===== src/rtl/freq_m_pkg.sv =====
// Shared definitions for the frequency meter: default counter width and count type.
package freq_m_pkg;

  localparam int unsigned CNT_WIDTH = 32;

  typedef logic [CNT_WIDTH-1:0] count_t;

endpackage


===== src/rtl/counter_32b.sv =====
// Binary up-counter with async clear, sync clear/load, count enable and
// combinational carry-out flagging the cycle before wrap.
module counter_32b
  import freq_m_pkg::*;
#(
  parameter int unsigned WIDTH   = CNT_WIDTH,
  parameter logic [63:0] MODULUS = 64'd0
) (
  input  logic             clock,
  input  logic             aclr_n,
  input  logic             sclr,
  input  logic             sload,
  input  logic [WIDTH-1:0] data,
  input  logic             cnt_en,
  output logic [WIDTH-1:0] q,
  output logic             cout
);

  localparam logic [WIDTH-1:0] TOP = (MODULUS == 64'd0) ? '1 : WIDTH'(MODULUS - 64'd1);

  if (WIDTH < 2 || WIDTH > 64) begin : g_bad_width
    $error("counter_32b: WIDTH must be in 2..64");
  end

  if (MODULUS != 64'd0 &&
      (MODULUS < 64'd2 || (WIDTH < 64 && MODULUS >= (64'd1 << WIDTH)))) begin : g_bad_modulus
    $error("counter_32b: MODULUS must be 0 or in 2..2^WIDTH-1");
  end

  logic [WIDTH-1:0] r_q;
  logic             w_at_top;
  logic [WIDTH-1:0] w_load_val;

  assign w_at_top = (r_q == TOP);

  // Out-of-range loads collapse to 0; with full range nothing exceeds TOP.
  assign w_load_val = (data > TOP) ? '0 : data;

  always_ff @(posedge clock or negedge aclr_n) begin
    if (!aclr_n) begin
      r_q <= '0;
    end else if (sclr) begin
      r_q <= '0;
    end else if (sload) begin
      r_q <= w_load_val;
    end else if (cnt_en) begin
      if (w_at_top) begin
        r_q <= '0;
      end else begin
        r_q <= r_q + WIDTH'(1);
      end
    end
  end

  assign q    = r_q;
  assign cout = cnt_en & w_at_top;

endmodule


===== config.mk =====
export PLATFORM = sky130hd
export DESIGN_NAME = counter_32b
export DESIGN_NICKNAME = d
export VERILOG_FILES = /design/src/rtl/freq_m_pkg.sv /design/src/rtl/counter_32b.sv
export SDC_FILE = /design/constraint.sdc
export NUM_CORES = 1
export LEC_CHECK = 0
export ABC_AREA = 1
export BUFFER_PORTS_ARGS = -buffer_cell sky130_fd_sc_hd__buf_2
export CAP_MARGIN = 20
export CORE_ASPECT_RATIO = 1.5
export CORE_MARGIN = 2
export CORE_UTILIZATION = 50
export DETAILED_ROUTE_END_ITERATION = 8
export GPL_TIMING_DRIVEN = 0
export PLACE_DENSITY = 0.77
export RECOVER_POWER = 100
export SLEW_MARGIN = 5
export SYNTH_ARGS = -nofsm -noshare
export SYNTH_HDL_FRONTEND = slang
export SYNTH_SLANG_ARGS = --single-unit

===== constraint.sdc =====
create_clock -name clock -period 2.34 [get_ports clock]
set_input_delay 0.468 -clock clock [delete_from_list [all_inputs] [get_ports clock]]
set_output_delay 0.468 -clock clock [all_outputs]
set_load 0.005 [all_outputs]

After elaboration in Yosys (flattened, before gate mapping):

Index checks and enable logic that the tools add are counted.

* output and inout port bits: 33
* bits of input ports: 37
* memory bits (read-only): 0
* register bits after elaboration: 32
* memory bits (writable): 0
* memories: 0
* bits in latches: 0

* mux-type cells: 5
* divide/modulo/power cells: 0
* reductions and logical operators: 1
* multipliers: 0
* equal/unequal tests: 1
* $add $sub $neg: 1
* bitwise logic cells: 1
* shift-type cells: 0
* $lt $le $gt $ge: 1

Operator list (count)
* 32-bit 2-to-1 mux: 5
* 32-bit by 1-bit adder with 32-bit output, second input constant: 1
* 32-bit equality test, second input constant: 1
* 32-bit > comparator, second input constant: 1
* 3-bit nonzero test: 1
* 1-bit AND: 1

Depth between registers and ports, before layout:

Gate-level depths: netlist (run 1).

* word-level depth: 5
* depth in mapped cells: 12
* mapped depth without buffers: 12

Worst setup path after synthesis (run 1):

No wires, ideal clock.

* path kind: register to output
* from: reg r_q[0] (netlist: q[0])
* to: out cout
* arrival time: 1.252 ns
* cell stages (with the launch flop): 8
* path slack: 0.620 ns
* cell sequence: dfrtp_1 ha_1 nand2_1 nor2_4 nand2_4 nor2_8 nand3_4 nor2_1

* word-level cells in the longest chain between the ends: 2

RTL lines
* start, declared: line counter_32b.sv:30 `logic [WIDTH-1:0] r_q;`
* start signal, assigned: line counter_32b.sv:45 `r_q <= w_load_val;`
* start signal, assigned: line counter_32b.sv:50 `r_q <= r_q + WIDTH'(1);`
* 32-bit equality test: line counter_32b.sv:34 `assign w_at_top = (r_q == TOP);`
* 1-bit AND: line counter_32b.sv:56 `assign cout = cnt_en & w_at_top;`
* end, declared: line counter_32b.sv:16 `output logic cout`

Every way passes these cells.

Final worst setup path (run 1):

* from: reg r_q[1] (netlist: q[1])
* to: out cout

The elaborated chain is that of the path after synthesis.

==> results of run 1 <==
worst paths after layout:
check	cells after the start	start	to	slack (ps)
max	8	q[1]$_DFFE_PN0P_	cout	180
min	5	data[17]	q[17]$_DFFE_PN0P_	470
max reg2reg	11	q[1]$_DFFE_PN0P_	q[9]$_DFFE_PN0P_	220
min reg2reg	2	q[1]$_DFFE_PN0P_	q[1]$_DFFE_PN0P_	550
max in group asynchronous	1	aclr_n	q[31]$_DFFE_PN0P_	590
min in group asynchronous	1	aclr_n	q[28]$_DFFE_PN0P_	680
power groups by stage:
stage                     Clock (W)  Sequential, W  Combinational (W)
after floorplan                   0       0.000637           0.000123
after global placement            0       0.000646           0.000228
after detailed placement          0       0.000647           0.000233
after CTS                  0.000463       0.000637           0.000234
after global routing       0.000483       0.000644           0.000259
final                      0.000455       0.000638           0.000224
cell type report:
class	count	area, µm²
fill	523	1870
multi-input combinational	341	1540
sequential	32	801
timing repair buffer	70	328
inverter	28	105
clock buffer	8	90.1
tap	66	82.6
buffer	10	38.8
per-stage QoR:
stage               total power [W]  worst slack (ps)  hold slack [ps]
floorplan                  0.000760               620              172
global placement           0.000874               416              525
detailed placement         0.000880               337              547
CTS                         0.00133               116              284
global route                0.00139              19.8              493
finish                      0.00132               183              467
repair_timing:
item | CTS | global route
setup endpoints to repair | 0 | 1
hold endpoints to repair | 0 | 0
hold buffers | 0 | 0
buffers inserted | 0 | 1
worst max-delay path: cells and delay by family (launching register included):
family        cells  cell delay, ps
fa+ha+maj         1             200
flops             1             390
simple gates      6             690
buf+inv           1             110
logic make-up after synthesis:
group,Yosys count
compound gates,29
buf+inv,38
flops,32
fa+ha+maj,1
xor+xnor,12
simple gates,299
Yosys cell counts:
cell type  count  area [µm²]
xor2_1         5        43.8
clkinv_1       1        3.75
nand3_4        1        17.5
inv_1         25        93.8
o21ai_1       10        50.1
nand3_1       15        75.1
nor2_2         3        18.8
clkbuf_1       7        26.3
o21bai_1       2        15.0
ha_1           1        12.5
nor2_1        35         131
a22o_1         1        8.76
o21ai_0       16        80.1
dfrtp_1       32         801
nand3b_1       7        52.6
and2_1         1        6.26
nor2_4         7        78.8
buf_1          1        3.75
nor2_8         1        20.0
buf_2          1        5.00
xnor2_1        7        61.3
nand2_1      222         833
inv_2          2        7.51
nand2_2        4        25.0
nand2_4        2        22.5
buf_8          1        15.0
nand4_1        1        6.26
routing by layer:
layer / vias to the layer above / wire (µm)
li1: 1420 / -
met3: 16 / 320
met2: 79 / 3670
met4: 0 / 222
met5: - / 0
met1: 1226 / 3010
==> qor.csv, run 1 <==
metric,value,unit
status,finished with violations,
violations,"capacitance limit, slew limit",
busiest_layer,met2,
dpl_cell_area,0.00294,mm²
gp_congestion,0.938,
crit_required,1870,ps
grt_antenna_before_repair,0,
start_util,51.9,%
dieArea,0.00562,mm²
relSlewSlack,-23.4,%
power.switching,0.000400,W
largest_register_ffs,32,
grt_max_degree,33,
routed_wl,7.23,mm
design_area,0.00298,mm²
cts-root-buf,clkbuf_8,
n_antenna_cell,0,
rsz0062_at_grt,no,
drc,0,
cts_tree,done,
synth-seq-cells,32,
ys_types,27,
min_period_over_period,92.2,%
wl_per_cell,13.0,µm
finalCriticalPeriod,2160,ps
path_class,flip-flop to output pin,
p_clk_share,34.6,%
areaGrowthSynthToFinish,18.6,%
swShare,30.3,%
gr-total-overflow,0,
synth-adder-area-share,0.498,%
fp.dieH,90.9,µm
cts.sinks,32,
dp.cells,546,
grt_use_met1,34.8,%
htreeDepth,2,
grt_use_total,28.1,%
skew,7.49,ps
dr.pass1.iters,4,
num_io_pins,70,
via_per_inst,4.94,
leakagePower,1.51,nW
tns,0,ps
ir_drop,0.270,mV
layoutNonFillerInstCount,555,
p_int,0.000917,W
dp.final_hpwl,5.47,mm
numCtsBuffers,5,
post-route-util,61.5,%
final_cell_mix,"nand2_1, buf_2, nor2_1, dfrtp_1, clkbuf_1",
seq_area_frac_synth,31.8,%
place.port_buffers,69,
clk_path_buf_depth,2,
p_per_area,442,mW/mm²
slowest_delay,390,ps
p_seq_share,48.5,%
synth_top_family_by_area,simple AND/OR/NAND/NOR gates,
crit_arrival,1690,ps
synth_mux_area_share,0,%
crit_path_start_kind,flip-flop,
drv_cap,1,
grt.met2_usage,47.6,%
nets,526,
drtIter0Drc,156,
combinationalPowerShare,17.0,%
cp_max_fo,6,
fmax,0.464,GHz
syn-cell-area,0.00251,mm²
drv_slew,33,
insertion_delay,290,ps
grt_pass1_wl,12.1,mm
synth_compound_area_share,6.12,%
synth_nets,449,
die_x,61.9,µm
syn_area_per_cell,6.12,µm²
yosysWarnings,0,
crit_chain,"ha_1, nand2_1, nor2_4, nand2_4, nor2_8, nand3_4, nor2_1, clkbuf_1",
postSynthCellCount,411,
drive_gt1_share,14.9,%
core,0.00485,mm²
layout_commonest_cell,nand2_1,
met3_usage,4.01,%
worstSetupEndpointType,output pin,
crit_slowest_cell,dfrtp_1,
worst_pin_slew,1850,ps
ant_nets,0,
setup_viol,0,
path_clk_slew,70,ps
ctsResizeCount,0,
hold_class,input pin to flip-flop,
synth-xor-area-share,4.18,%
vias,2741,
final-hold-violation-count,0,
grt_pass1_vias,2612,
synthSimpleGateAreaFrac,51.2,%
rows,31,
Note: power is estimated with default switching activity, not from simulation.
==> run 2, diff against run 1 <==
Settings changed: PLACE_DENSITY 0.77 to 0.73.
==> run 2 against run 1 <==
  * Via count increased by 0.36%
  * The flow still finishes with violations (capacitance limit, slew limit)
  * Sequential cell count is the same
  * Power increased by 2.5%
  * Fmax fell by 1.1%
  * Cell area grew 0.76%
  * Setup slack worse by 24 ps
  * Critical endpoint unchanged
  * Sequential power about the same
==> qor.csv, run 2 (synthesized netlist as in run 1, its figures left out) <==
metric,value,unit,change
hold_class,input pin to flip-flop,,
fp.dieH,90.9,µm,unchanged
reg2reg_slack,220,ps,about the same
vias,2751,,+0.36%
dieArea,0.00562,mm²,unchanged
final_cell_mix,"nand2_1, buf_2, nor2_1, dfrtp_1, inv_1",,
fin_total_pwr,0.00135,W,+2.5%
largest_register_ffs,32,,unchanged
worstSetupEndpointType,output pin,,
numCtsBuffers,5,,unchanged
cts.sinks,32,,unchanged
path_class,flip-flop to output pin,,
crit_slowest_cell,dfrtp_1,,
min_period_over_period,93.2,%,+1.0 points
path_buf_inv,1,,unchanged
gp_congestion,0.937,,-0.14%
hp-start,data[17],,
htreeDepth,2,,unchanged
crit_arrival,1710,ps,+20 ps
layout_commonest_cell,nand2_1,,
cts_hold_buf,0,,unchanged
post-route-util,62.0,%,+0.46 points
crit_family,simple AND/OR/NAND/NOR gates,,
crit_chain,"ha_1, nand2_1, nor2_4, nand2_4, nor2_8, nand3_4, nor2_1, buf_2",,
crit_path_start_kind,flip-flop,,
cp_max_fo,6,,unchanged
wl_per_cell,13.1,µm,+0.62%
drive_gt1_share,16.8,%,+1.9 points
grt_max_degree,33,,unchanged
p_per_area,449,mW/mm²,+1.7%
cts_tree,done,,
drtIter0Drc,123,,-21%
cp-startpoint,q[0]$_DFFE_PN0P_,,
path_depth,8,,unchanged
slowest_delay,400,ps,about the same
ant_nets,0,,unchanged
cts-root-buf,clkbuf_8,,
drv_slew,33,,unchanged
worst_pin_slew,1910,ps,+57.9 ps
grt_antenna_before_repair,0,,unchanged
dp.final_hpwl,5.46,mm,-0.15%
setup.worst_path.end,cout,,
areaGrowthSynthToFinish,19.5,%,
skew,8.66,ps,+1.16 ps
crit_required,1870,ps,about the same
fmax,0.458,GHz,-1.1%
tns,0,ps,unchanged
reg2reg_to,q[23]$_DFFE_PN0P_,,
via_per_inst,4.97,,+0.55%
clk_path_buf_depth,2,,unchanged
nets,526,,unchanged
die_x,61.9,µm,unchanged
rows,31,,unchanged
core,0.00485,mm²,unchanged
grt_pass1_wl,12.0,mm,-0.69%
ir_drop,0.343,mV,+27%
routed_wl,7.26,mm,+0.44%
grt_use_total,28.2,%,+0.075 points
start_util,51.9,%,unchanged
violations,"capacitance limit, slew limit",,
place.port_buffers,69,,unchanged
rr_startpoint,q[0]$_DFFE_PN0P_,,
final-hold-violation-count,0,,unchanged
relSlewSlack,-27.3,%,-3.9 points
drv_cap,1,,unchanged
n_antenna_cell,0,,unchanged
path_clk_slew,70,ps,about the same
setup_viol,0,,unchanged
gr-total-overflow,0,,unchanged
insertion_delay,290,ps,about the same
status,finished with violations,,
ctsResizeCount,0,,unchanged
dr.pass1.iters,4,,unchanged
leakagePower,1.54,nW,+2.3%
grt_pass1_vias,2662,,+1.9%
finalCriticalPeriod,2180,ps,+24.3 ps
drc,0,,unchanged
rsz0062_at_grt,no,,
ff2ff_path_depth,11,,unchanged
num_io_pins,70,,unchanged
## run 2: cell type report
| class | count | area [µm²] |
|---|---|---|
| timing repair buffer | 70 | 337 |
| sequential | 32 | 801 |
| tap | 66 | 82.6 |
| inverter | 28 | 105 |
| multi-input combinational | 341 | 1540 |
| buffer | 10 | 38.8 |
| clock buffer | 7 | 96.3 |
| fill | 531 | 1840 |
## run 2: tightest hold or removal path: cells and delay by family
family,cells,cell delay [ps]
buf+inv,1,80
simple gates,4,180
## run 2: per-stage QoR
stage | instances | worst slack [ps] | instance area [µm²] | hold WS (ps)
finish | 554 | 158 | 3000 | 466
global route | 554 | 11.0 | 3000 | 494
CTS | 553 | 120 | 3040 | 285
detailed placement | 546 | 431 | 2940 | 525
global placement | 546 | 444 | 2940 | 529
floorplan | 411 | 620 | 2510 | 172
## run 2: metal layers
metal | global-route usage (%) | up-vias | part of all wire (%)
li1 | - | 1417 | -
met1 | 34.6 | 1252 | 42
met2 | 47.2 | 70 | 53
met3 | 4.01 | 12 | 3.5
met4 | 11.5 | 0 | 2.0
met5 | 0 | - | 0
## run 2: power breakdown
| group | switching [W] | leakage, nW | internal, W |
|---|---|---|---|
| registers | 0.0000533 | 0.430 | 0.000585 |
| logic | 0.000132 | 1.06 | 0.0000936 |
| clock network | 0.000222 | 0.0503 | 0.000262 |
## run 2: worst min path at each step
| stage | end | slack (ps) | cells after the start |
|---|---|---|---|
| 3_5_place_dp | q[1]$_DFFE_PN0P_ | 520 | 2 |
| 6_report | q[17]$_DFFE_PN0P_ | 470 | 5 |
| 3_3_place_gp | q[1]$_DFFE_PN0P_ | 530 | 2 |
| 5_1_grt | q[17]$_DFFE_PN0P_ | 490 | 5 |
| 4_1_cts | q[28]$_DFFE_PN0P_ | 280 | 1 |
| 2_1_floorplan | q[0]$_DFFE_PN0P_ | 170 | 0 |
## run 2: timing repair
action / CTS / global route
buffers inserted: 0 / 1
setup endpoints to repair: 0 / 1
endpoints found under the hold margin: 0 / 0
==> run 3, diff against run 2 <==
--- a/config.mk
+++ b/config.mk
@@ -7,5 +7,4 @@
 export LEC_CHECK = 0
 export ABC_AREA = 1
-export BUFFER_PORTS_ARGS = -buffer_cell sky130_fd_sc_hd__buf_2
 export CAP_MARGIN = 20
 export CORE_ASPECT_RATIO = 1.5
@@ -13,6 +12,6 @@
 export CORE_UTILIZATION = 50
 export DETAILED_ROUTE_END_ITERATION = 8
-export GPL_TIMING_DRIVEN = 0
-export PLACE_DENSITY = 0.73
+export DONT_BUFFER_PORTS = 1
+export PLACE_DENSITY = 0.61
 export RECOVER_POWER = 100
 export SLEW_MARGIN = 5
==> constraint.sdc (replaced) <==
create_clock -name clock -period 2.34 [get_ports clock]
set_input_delay 0.234 -clock clock [delete_from_list [all_inputs] [get_ports clock]]
set_output_delay 0.234 -clock clock [all_outputs]
set_load 0.005 [all_outputs]
==> run 3 against run 2 <==
  * The run still ends with capacitance limit, slew limit left
  * Highest routed layer unchanged
  * Clock skew is 5.4 ps lower
  * Combinational power is 34% lower
  * First-iteration DRC count is 0.81% higher
  * Die area stayed put
  * Power is 12% lower
  * Hold slack worse by 350 ps
  * Critical path depth is 1 lower
  * Sequential power is 1% higher
  * Count of clock-buffer cells in the layout is 2 lower
==> qor.csv, run 3 (synthesized netlist as in run 1, its figures left out) <==
metric,value,unit,change
status,finished with violations,,
violations,"capacitance limit, slew limit",,
rr_startpoint,q[0]$_DFFE_PN0P_,,
hold_ws,117,ps,-350 ps
skew,3.24,ps,-5.42 ps
crit_slowest_cell,dfrtp_1,,
path_buf_inv,0,,-1
vias,2411,,-12%
rsz0062_at_grt,no,,
tns,0,ps,unchanged
worst_pin_slew,1510,ps,-395 ps
cts-root-buf,clkbuf_8,,
layout_commonest_cell,nand2_1,,
path_class,flip-flop to output pin,,
path_clk_slew,60,ps,about the same
start_util,51.9,%,unchanged
grt_antenna_before_repair,0,,unchanged
swShare,29.9,%,-0.38 points
finalCriticalPeriod,2000,ps,-183 ps
grt_use_total,26.1,%,-2.1 points
cts.sinks,32,,unchanged
combinationalPowerShare,12.6,%,-4.2 points
areaGrowthSynthToFinish,4.53,%,
final-hold-violation-count,0,,unchanged
fmax,0.500,GHz,+9.2%
crit_required,2110,ps,+240 ps
p_seq_share,54.5,%,+7.2 points
gp_congestion,0.835,,-11%
largest_register_ffs,32,,unchanged
drive_gt1_share,6.10,%,-11 points
dp.final_hpwl,4.89,mm,-11%
crit_chain,"ha_1, nand2_1, nor2_4, nand2_4, nor2_8, nand3_1, nor2_1",,
crit_family,simple AND/OR/NAND/NOR gates,,
min_period_over_period,85.4,%,-7.8 points
drtIter0Drc,124,,+0.81%
cts_tree,done,,
crit_arrival,1760,ps,+50 ps
routed_wl,6.65,mm,-8.4%
htreeDepth,2,,unchanged
wl_per_cell,14.0,µm,+6.6%
dr.pass1.iters,4,,unchanged
grt_pass1_vias,2258,,-15%
ctsResizeCount,0,,unchanged
hold_class,input pin to flip-flop,,
core,0.00485,mm²,unchanged
cts_setup_buffers,0,,unchanged
crit_path_start_kind,flip-flop,,
leakagePower,1.27,nW,-18%
ant_nets,0,,unchanged
nets,450,,-14%
hp-start,sload,,
slowest_delay,430,ps,+30 ps
via_per_inst,5.07,,+2.0%
num_io_pins,70,,unchanged
drc,0,,unchanged
insertion_delay,290,ps,about the same
gr-total-overflow,0,,unchanged
power.switching,0.000355,W,-13%
final_cell_mix,"nand2_1, nor2_1, dfrtp_1, inv_1, o21ai_0",,
worstSetupEndpointType,output pin,,
place.port_buffers,0,,-100%
rows,31,,unchanged
p_int,0.000833,W,-11%
grt_pass1_wl,11.1,mm,-7.1%
cp-startpoint,q[0]$_DFFE_PN0P_,,
n_antenna_cell,0,,unchanged
ir_drop,0.309,mV,-9.7%
fp.dieH,90.9,µm,unchanged
numCtsBuffers,5,,unchanged
cts_hold_buf,2,,+2
p_per_area,452,mW/mm²,+0.63%
clk_path_buf_depth,2,,unchanged
grt_max_degree,42,,+27%
drv_slew,33,,unchanged
dieArea,0.00562,mm²,unchanged
die_x,61.9,µm,unchanged
cp_max_fo,6,,unchanged
p_clk_share,32.9,%,-3.0 points
setup_viol,0,,unchanged
drv_cap,1,,unchanged
relSlewSlack,-0.917,%,+26 points
==> run 3: changes by cell type in the layout (fill, tap and decap cells not counted), sizes merged <==
cell,delta
dlymetal6s4s,+1
buf,-56
dlygate4sd3,+1
clkbuf,-24
==> run 3: worst paths after layout <==
check                                    end  slack, ps  cells past startpoint
max in group asynchronous  q[13]$_DFFE_PN0P_        480                      2
min in group asynchronous   q[7]$_DFFE_PN0P_        960                      2
min                        q[14]$_DFFE_PN0P_        120                      3
max                                     cout        340                      7
max reg2reg                q[27]$_DFFE_PN0P_        420                     12
min reg2reg                 q[1]$_DFFE_PN0P_        580                      2
==> run 3: metrics by stage <==
| step | power (W) | worst slack (ps) | utilization [%] | area, µm² | instances |
|---|---|---|---|---|---|
| global placement | 0.000795 | 520 | 52.9 | 2560 | 469 |
| floorplan | 0.000760 | 741 | - | 2510 | 411 |
| finish | 0.00119 | 341 | 54.2 | 2630 | 476 |
| CTS | 0.00121 | 365 | 54.9 | 2660 | 476 |
| global route | 0.00125 | 162 | 54.2 | 2630 | 476 |
| detailed placement | 0.000795 | 457 | 52.9 | 2560 | 469 |
==> run 3: final cells by class <==
cell class / count / area, µm²
Fill cell: 512 / 2220
Multi-Input combinational cell: 341 / 1530
Sequential cell: 32 / 801
Inverter: 28 / 105
Tap cell: 66 / 82.6
Clock buffer: 5 / 68.8
Timing Repair Buffer: 4 / 37.5
==> run 3: worst min-delay path, cell delays in order <==
cell,delay (ps)
o21ai_1,50
nand2_1,50
nand2_1,40
==> run 3: power groups by stage <==
| stage | Sequential [W] | Clock (W) | Combinational (W) |
|---|---|---|---|
| after CTS | 0.000647 | 0.000402 | 0.000156 |
| after detailed placement | 0.000658 | 0 | 0.000138 |
| after global routing | 0.000654 | 0.000421 | 0.000178 |
| after floorplan | 0.000637 | 0 | 0.000123 |
| after global placement | 0.000657 | 0 | 0.000137 |
| final | 0.000647 | 0.000391 | 0.000150 |
==> run 3: per-layer routing <==
| metal | track usage, % | wire length [µm] | vias to the layer above |
|---|---|---|---|
| li1 | - | - | 1263 |
| met1 | 32.9 | 2870 | 1073 |
| met2 | 43.9 | 3380 | 69 |
| met3 | 4.87 | 324 | 6 |
| met4 | 6.74 | 77 | 0 |
| met5 | 0 | 0 | - |
